==> config.mk <==
export PLATFORM = sky130hd
export DESIGN_NAME = vm_prod_acc_flat
export DESIGN_NICKNAME = d
export VERILOG_FILES = /design/src/rtl/vm_prod_acc_pkg.sv /design/src/rtl/vm_prod_acc_if.sv /design/src/rtl/vm_prod_acc_add.sv /design/src/rtl/vm_prod_acc.sv /design/src/flat_wrapper.sv
export SDC_FILE = /design/constraint.sdc
export NUM_CORES = 1
export LEC_CHECK = 0
export ABC_AREA = 1
export BUFFER_PORTS_ARGS = -buffer_cell sky130_fd_sc_hd__buf_2
export CORE_MARGIN = 1
export CORE_UTILIZATION = 40
export CTS_CLUSTER_SIZE = 40
export DETAILED_ROUTE_END_ITERATION = 10
export PLACE_DENSITY = 0.69
export SLEW_MARGIN = 10
export SYNTH_ARGS = -nofsm -noshare
export SYNTH_HDL_FRONTEND = slang
export SYNTH_HIERARCHICAL = 1
export SYNTH_SLANG_ARGS = --single-unit
==> constraint.sdc <==
create_clock -name clk -period 2.3 [get_ports clk]
set_input_delay 0.69 -clock clk [delete_from_list [all_inputs] [get_ports clk]]
set_output_delay 0.69 -clock clk [all_outputs]
set_load 0.03 [all_outputs]
==> src/rtl/vm_prod_acc_pkg.sv <==
// Shared definitions for the product accumulator slice.
// Holds the FSM state encoding, the default sizing constants and the
// product width coming out of the 4x4 Vedic multiplier.
package vm_acc_pkg;

    // Packet phases: waiting for the first beat, mid-packet, and result held.
    typedef enum logic [1:0] {
        IDLE = 2'd0,
        ACC  = 2'd1,
        DONE = 2'd2
    } state_e;

    localparam int DEF_ACC_W   = 16;
    localparam int DEF_MAX_LEN = 16;
    localparam int PROD_W      = 8;

endpackage

==> src/rtl/vm_prod_acc_if.sv <==
// Product-in / result-out handshake bundle for vm_prod_acc.
// The slave modport is the accumulator's view; the master modport is the
// view of whatever drives products in and consumes results.
interface vm_prod_acc_if #(
    parameter int ACC_W   = 16,
    parameter int MAX_LEN = 16
);
    localparam int CNT_W = $clog2(MAX_LEN + 1);

    logic             in_valid;
    logic             in_ready;
    logic [7:0]       in_prod;
    logic             in_last;
    logic             out_valid;
    logic             out_ready;
    logic [ACC_W-1:0] out_acc;
    logic [CNT_W-1:0] out_cnt;
    logic             out_ovf;
    logic             out_trunc;

    modport slave (
        input  in_valid, in_prod, in_last, out_ready,
        output in_ready, out_valid, out_acc, out_cnt, out_ovf, out_trunc
    );

    modport master (
        output in_valid, in_prod, in_last, out_ready,
        input  in_ready, out_valid, out_acc, out_cnt, out_ovf, out_trunc
    );
endinterface

==> src/rtl/vm_prod_acc_add.sv <==
// Combinational accumulator adder: acc + zero-extended product, with carry-out.
// Build option VM_PROD_ACC_SAT_EN: when defined the sum clamps to all-ones on
// a carry out; otherwise it wraps. The carry is reported in both modes.
module vm_acc_add
    import vm_acc_pkg::*;
#(
    parameter int ACC_W = DEF_ACC_W
) (
    input  logic [ACC_W-1:0]  acc_i,
    input  logic [PROD_W-1:0] prod_i,
    output logic [ACC_W-1:0]  sum_o,
    output logic              carry_o
);

    logic [ACC_W:0] sumFull;

    // One extra bit catches the carry out of the accumulator width.
    always_comb begin
        sumFull = {1'b0, acc_i} + {{(ACC_W + 1 - PROD_W){1'b0}}, prod_i};
        carry_o = sumFull[ACC_W];
`ifdef VM_PROD_ACC_SAT_EN
        sum_o   = sumFull[ACC_W] ? {ACC_W{1'b1}} : sumFull[ACC_W-1:0];
`else
        sum_o   = sumFull[ACC_W-1:0];
`endif
    end

endmodule

==> src/rtl/vm_prod_acc.sv <==
// Packet accumulator downstream of the 4x4 Vedic multiplier.
// Sums one in_last-delimited packet of 8-bit products (force-closed at
// MAX_LEN beats) and holds total, count and flags until consumed.
// Saturating vs wrapping sums follow VM_PROD_ACC_SAT_EN inside vm_acc_add.
module vm_prod_acc
    import vm_acc_pkg::*;
#(
    parameter int ACC_W   = DEF_ACC_W,
    parameter int MAX_LEN = DEF_MAX_LEN
) (
    input  logic        clk,
    input  logic        rst,
    vm_prod_acc_if.slave bus
);

    localparam int CNT_W = $clog2(MAX_LEN + 1);
    localparam logic [CNT_W-1:0] LAST_IDX = CNT_W'(MAX_LEN - 1);

    state_e           state_q, state_d;
    logic [ACC_W-1:0] acc_q, acc_d;
    logic [CNT_W-1:0] cnt_q, cnt_d;
    logic             ovf_q, ovf_d;
    logic             trunc_q, trunc_d;
    logic             in_ready_q;
    logic             out_valid_q;

    logic [ACC_W-1:0] sum;
    logic             carry;
    logic             accept;
    logic             closeBeat;

    vm_acc_add #(.ACC_W(ACC_W)) u_add (
        .acc_i   (acc_q),
        .prod_i  (bus.in_prod),
        .sum_o   (sum),
        .carry_o (carry)
    );

    assign accept    = bus.in_valid && in_ready_q;
    assign closeBeat = bus.in_last || (cnt_q == LAST_IDX);

    // Next-state logic: fold accepted beats in, close on in_last or the
    // MAX_LEN-th beat, and clear everything once the result is taken.
    always_comb begin
        state_d = state_q;
        acc_d   = acc_q;
        cnt_d   = cnt_q;
        ovf_d   = ovf_q;
        trunc_d = trunc_q;
        case (state_q)
            IDLE, ACC: begin
                if (accept) begin
                    acc_d = sum;
                    cnt_d = cnt_q + CNT_W'(1);
                    ovf_d = ovf_q | carry;
                    if (closeBeat) begin
                        state_d = DONE;
                        trunc_d = !bus.in_last;
                    end else begin
                        state_d = ACC;
                    end
                end
            end
            DONE: begin
                if (bus.out_ready) begin
                    state_d = IDLE;
                    acc_d   = '0;
                    cnt_d   = '0;
                    ovf_d   = 1'b0;
                    trunc_d = 1'b0;
                end
            end
            default: begin
                state_d = IDLE;
            end
        endcase
    end

    // State, datapath and handshake registers; the handshake flags are
    // registered decodes of the next state so in_ready has no input path.
    always_ff @(posedge clk) begin
        if (rst) begin
            state_q     <= IDLE;
            acc_q       <= '0;
            cnt_q       <= '0;
            ovf_q       <= 1'b0;
            trunc_q     <= 1'b0;
            in_ready_q  <= 1'b1;
            out_valid_q <= 1'b0;
        end else begin
            state_q     <= state_d;
            acc_q       <= acc_d;
            cnt_q       <= cnt_d;
            ovf_q       <= ovf_d;
            trunc_q     <= trunc_d;
            in_ready_q  <= (state_d != DONE);
            out_valid_q <= (state_d == DONE);
        end
    end

    assign bus.in_ready  = in_ready_q;
    assign bus.out_valid = out_valid_q;
    assign bus.out_acc   = acc_q;
    assign bus.out_cnt   = cnt_q;
    assign bus.out_ovf   = ovf_q;
    assign bus.out_trunc = trunc_q;

endmodule

==> src/flat_wrapper.sv <==
// flat-port wrapper written by rule: the top's interface ports become plain ports
module vm_prod_acc_flat import vm_acc_pkg::*;
#(
    parameter int ACC_W   = DEF_ACC_W,
    parameter int MAX_LEN = DEF_MAX_LEN
)
  (clk, rst, bus_in_valid, bus_in_prod, bus_in_last, bus_out_ready, bus_in_ready, bus_out_valid, bus_out_acc, bus_out_cnt, bus_out_ovf, bus_out_trunc);
  vm_prod_acc_if #(.ACC_W(ACC_W), .MAX_LEN(MAX_LEN)) bus_i ();
  input  logic clk;
  input  logic rst;
  input wire logic [$bits(bus_i.in_valid)-1:0] bus_in_valid;
  input wire logic [$bits(bus_i.in_prod)-1:0] bus_in_prod;
  input wire logic [$bits(bus_i.in_last)-1:0] bus_in_last;
  input wire logic [$bits(bus_i.out_ready)-1:0] bus_out_ready;
  output wire logic [$bits(bus_i.in_ready)-1:0] bus_in_ready;
  output wire logic [$bits(bus_i.out_valid)-1:0] bus_out_valid;
  output wire logic [$bits(bus_i.out_acc)-1:0] bus_out_acc;
  output wire logic [$bits(bus_i.out_cnt)-1:0] bus_out_cnt;
  output wire logic [$bits(bus_i.out_ovf)-1:0] bus_out_ovf;
  output wire logic [$bits(bus_i.out_trunc)-1:0] bus_out_trunc;
  assign bus_i.in_valid = bus_in_valid;
  assign bus_i.in_prod = bus_in_prod;
  assign bus_i.in_last = bus_in_last;
  assign bus_i.out_ready = bus_out_ready;
  assign bus_in_ready = bus_i.in_ready;
  assign bus_out_valid = bus_i.out_valid;
  assign bus_out_acc = bus_i.out_acc;
  assign bus_out_cnt = bus_i.out_cnt;
  assign bus_out_ovf = bus_i.out_ovf;
  assign bus_out_trunc = bus_i.out_trunc;
  vm_prod_acc #(.ACC_W(ACC_W), .MAX_LEN(MAX_LEN)) u_core (.clk(clk), .rst(rst), .bus(bus_i));
endmodule
==> impl_metrics.xml <==
<?xml version="1.0" encoding="UTF-8"?>
<metrics>
  <group name="run_status">
    <metric name="status" unit="">completed</metric>
  </group>
  <group name="cells_and_area">
    <metric name="drive_above_1_share" unit="%">25.0</metric>
    <metric name="most-common-layout-cells" unit="">85 x sky130_fd_sc_hd__nand2_1, 37 x sky130_fd_sc_hd__buf_2, 28 x sky130_fd_sc_hd__inv_1</metric>
    <metric name="fin_cells" unit="">346</metric>
    <metric name="ant_cells" unit="">0</metric>
    <metric name="nets" unit="">321</metric>
    <metric name="area_growth_syn_to_layout" unit="%">13.9</metric>
    <metric name="final_common_cell" unit="">sky130_fd_sc_hd__nand2_1</metric>
    <metric name="postLayoutCoreUtil" unit="%">49.1</metric>
    <metric name="fillCellCount" unit="">442</metric>
  </group>
  <group name="yosys">
    <metric name="ys_top_cells_by_area" unit="">sky130_fd_sc_hd__dfxtp_1 30%, sky130_fd_sc_hd__nand2_1 18%, sky130_fd_sc_hd__ha_1 7.0%, sky130_fd_sc_hd__inv_1 5.9%, sky130_fd_sc_hd__a21oi_1 5.0%</metric>
    <metric name="synth.yosys.warnings" unit="">6</metric>
    <metric name="synth.cell_area" unit="um2">1790</metric>
    <metric name="ys_seq_elements" unit="">27</metric>
    <metric name="ys_types" unit="">28</metric>
    <metric name="seq_area_frac_synth" unit="%">30.3</metric>
    <metric name="synth.avg_cell_area" unit="um2">6.93</metric>
    <metric name="synth_top_cell_area_share" unit="%">30.3</metric>
    <metric name="synth_top_cell_by_area" unit="">sky130_fd_sc_hd__dfxtp_1</metric>
    <metric name="syn-instance-count" unit="">258</metric>
    <metric name="synthesized_nets" unit="">282</metric>
  </group>
  <group name="timing">
    <metric name="final_max_slew_viol_count" unit="">0</metric>
    <metric name="timing_hold_violations_final" unit="">0</metric>
    <metric name="period_share" unit="%">87.5</metric>
    <metric name="setup_slack" unit="ns">0.287</metric>
    <metric name="timing_worst_slew_pin_value" unit="ns">0.331</metric>
    <metric name="relSlewSlack" unit="%">77.9</metric>
    <metric name="period_needed" unit="ns">2.01</metric>
    <metric name="final.setup_skew" unit="ns">0.00143</metric>
    <metric name="timing.setup.tns" unit="ns">0</metric>
    <metric name="setup_violation_total_in_the_final_timing_report" unit="">0</metric>
    <metric name="timing.fmax" unit="GHz">0.497</metric>
    <metric name="grt_setup_unrepaired" unit="">false</metric>
  </group>
  <group name="power">
    <metric name="power" unit="uW">1120</metric>
    <metric name="power.density_cell_area" unit="nW/um2">552</metric>
    <metric name="peakVddDrop" unit="mV">0.200</metric>
    <metric name="total_leakage_power" unit="uW">0.00103</metric>
  </group>
  <group name="clock_network">
    <metric name="clk-insertion-delay-late" unit="ns">0.28</metric>
    <metric name="cts_tree" unit="">built</metric>
    <metric name="number_of_buffers_inserted_during_clock_tree_synthesis" unit="">3</metric>
    <metric name="cts_resized" unit="">0</metric>
    <metric name="root_buffer" unit="">sky130_fd_sc_hd__clkbuf_8</metric>
    <metric name="clk_pin_slew_worst_paths" unit="ns">0.10</metric>
    <metric name="clock-sinks" unit="">27</metric>
    <metric name="cts_hold_buf" unit="">0</metric>
    <metric name="clk_path_buf_depth" unit="">2</metric>
    <metric name="post_cts_buffers" unit="">0</metric>
    <metric name="cts_max_level" unit="">1</metric>
  </group>
  <group name="placed_design">
    <metric name="place.gp.congestion" unit="">0.822</metric>
    <metric name="worst_setup_slack_post_dpl" unit="ns">-0.0197</metric>
    <metric name="dp_hpwl" unit="um">2870</metric>
    <metric name="place.port_buffers" unit="">37</metric>
    <metric name="placed_cells" unit="">342</metric>
  </group>
  <group name="die">
    <metric name="initial_core_util" unit="%">43.1</metric>
    <metric name="die_wd" unit="um">68.8</metric>
    <metric name="pin_count" unit="">38</metric>
    <metric name="fp.coreArea" unit="um2">4140</metric>
    <metric name="die_height" unit="um">68.8</metric>
    <metric name="fp-row-count" unit="">23</metric>
    <metric name="die_area" unit="um2">4740</metric>
  </group>
  <group name="global_routing">
    <metric name="grt_first_pass_wirelength" unit="um">6270</metric>
    <metric name="grt_max_degree" unit="">20</metric>
    <metric name="global_route.overflow_total" unit="">0</metric>
    <metric name="antenna_violations_before_repair" unit="">0</metric>
    <metric name="first_global_vias" unit="">1453</metric>
    <metric name="gr_usage_total" unit="%">17.8</metric>
  </group>
  <group name="hold_path">
    <metric name="worstHoldPathCells" unit="">2</metric>
    <metric name="worstHoldPathType" unit="">flop to flop</metric>
  </group>
  <group name="worst_setup_path">
    <metric name="crit_type" unit="">input pin to flop</metric>
    <metric name="worstPathMaxFanout" unit="">4</metric>
    <metric name="worstPathRequired" unit="ns">2.52</metric>
    <metric name="worstPathArrival" unit="ns">2.24</metric>
    <metric name="cp-start-kind" unit="">input pin</metric>
    <metric name="worstRegToRegCells" unit="">12</metric>
    <metric name="critical_path.endpoint_type" unit="">flop</metric>
  </group>
  <group name="route">
    <metric name="route.detailed.wl_per_inst" unit="um">11.0</metric>
    <metric name="wirelength" unit="um">3820</metric>
    <metric name="route.detailed.vias_per_inst" unit="">4.80</metric>
    <metric name="detail_route.first_pass.iterations" unit="">4</metric>
    <metric name="detail_route.iter0.violations" unit="">56</metric>
    <metric name="route.antenna.remaining_nets" unit="">0</metric>
    <metric name="vias" unit="">1662</metric>
    <metric name="drc" unit="">0</metric>
  </group>
  <group name="run">
    <metric name="drv.max_cap_violation_count" unit="">0</metric>
  </group>
</metrics>
## worst paths after layout
kind,slack (ns),to,start
worst min register to register,0.48,u_core/bus.out_acc[5],u_core/bus.out_acc[5]
worst max-delay path,0.29,u_core/bus.out_acc[10],bus_in_prod[0]
worst min-delay path,0.48,u_core/bus.out_acc[5],u_core/bus.out_acc[5]
worst max register to register,0.42,u_core/bus.out_acc[10],u_core/bus.out_acc[0]
## where the power goes
group	internal (uW)	switching (uW)	total [uW]
combinational	107	208	315
sequential	495	24.7	519
clock	123	166	289
## Yosys cell counts (all sizes together)
cell	count
a21o	1
a21oi	28
and2	1
and3	1
buf	2
clkbuf	2
dfxtp	27
fa	1
ha	10
inv	32
nand2	98
nand3	16
nand3b	4
nand4	2
nor2	18
nor3	2
nor4	1
o21ai	4
or2	1
xor2	7
## per-stage QoR
| stage | cell area [um2] | hold slack [ns] |
|---|---|---|
| after floorplan | 1790 | 0.487 |
| after global placement | 1990 | 0.467 |
| after detailed placement | 1990 | 0.468 |
| after CTS | 2040 | 0.490 |
| after global routing | 2040 | 0.514 |
| final | 2040 | 0.485 |
## state kept, by name, summed over array words and instances, names as in the netlist
signal                flops
u_core/bus.out_valid      1
u_core/bus.out_cnt        5
u_core/bus.in_ready       1
u_core/bus.out_trunc      1
u_core/bus.out_acc       16
u_core/bus.out_ovf        1
u_core/state_q            2
## logic make-up (layout without fill, tap and decap cells)
group / Yosys count / in the layout / synth area share (%)
adders and majority gates: 11 / 11 / 8.12
DFF: 27 / 27 / 30.3
buffers and inverters: 36 / 74 / 10.1
AOI/OAI and AO/OA: 33 / 33 / 11.5
xor gates and xnor gates: 7 / 7 / 3.43
and+or+nand+nor: 144 / 144 / 36.6
## routing by layer
metal  routed length [um]  up-vias  track usage, %
met3                  174        2            3.45
li1                     -      892               -
met1                 2010      733            24.7
met5                    0        -               0
met2                 1620       35            27.3
met4                   27        0            6.12
## layout make-up
cell class	instances	area, um2	share of cell area [%]
clock buffer	3	41.3	2.03
clock inverter	1	7.51	0.369
inverter	32	125	6.15
multi-input combinational	195	1070	52.4
sequential	27	541	26.6
tap	50	62.6	3.07
timing repair buffer	38	193	9.47
## critical path, cell delays in order
cell	delay (ns)
sky130_fd_sc_hd__buf_2	0.10
sky130_fd_sc_hd__ha_1	0.20
sky130_fd_sc_hd__fa_1	0.40
sky130_fd_sc_hd__nand2_1	0.08
sky130_fd_sc_hd__nand2_1	0.06
sky130_fd_sc_hd__and2_2	0.19
sky130_fd_sc_hd__nand2_1	0.07
sky130_fd_sc_hd__nand2_2	0.08
sky130_fd_sc_hd__nand2_1	0.06
sky130_fd_sc_hd__nand2_1	0.04
sky130_fd_sc_hd__nand2_1	0.06
sky130_fd_sc_hd__nand2_1	0.06
sky130_fd_sc_hd__a21oi_2	0.14
(Power assumes the default switching activity.)
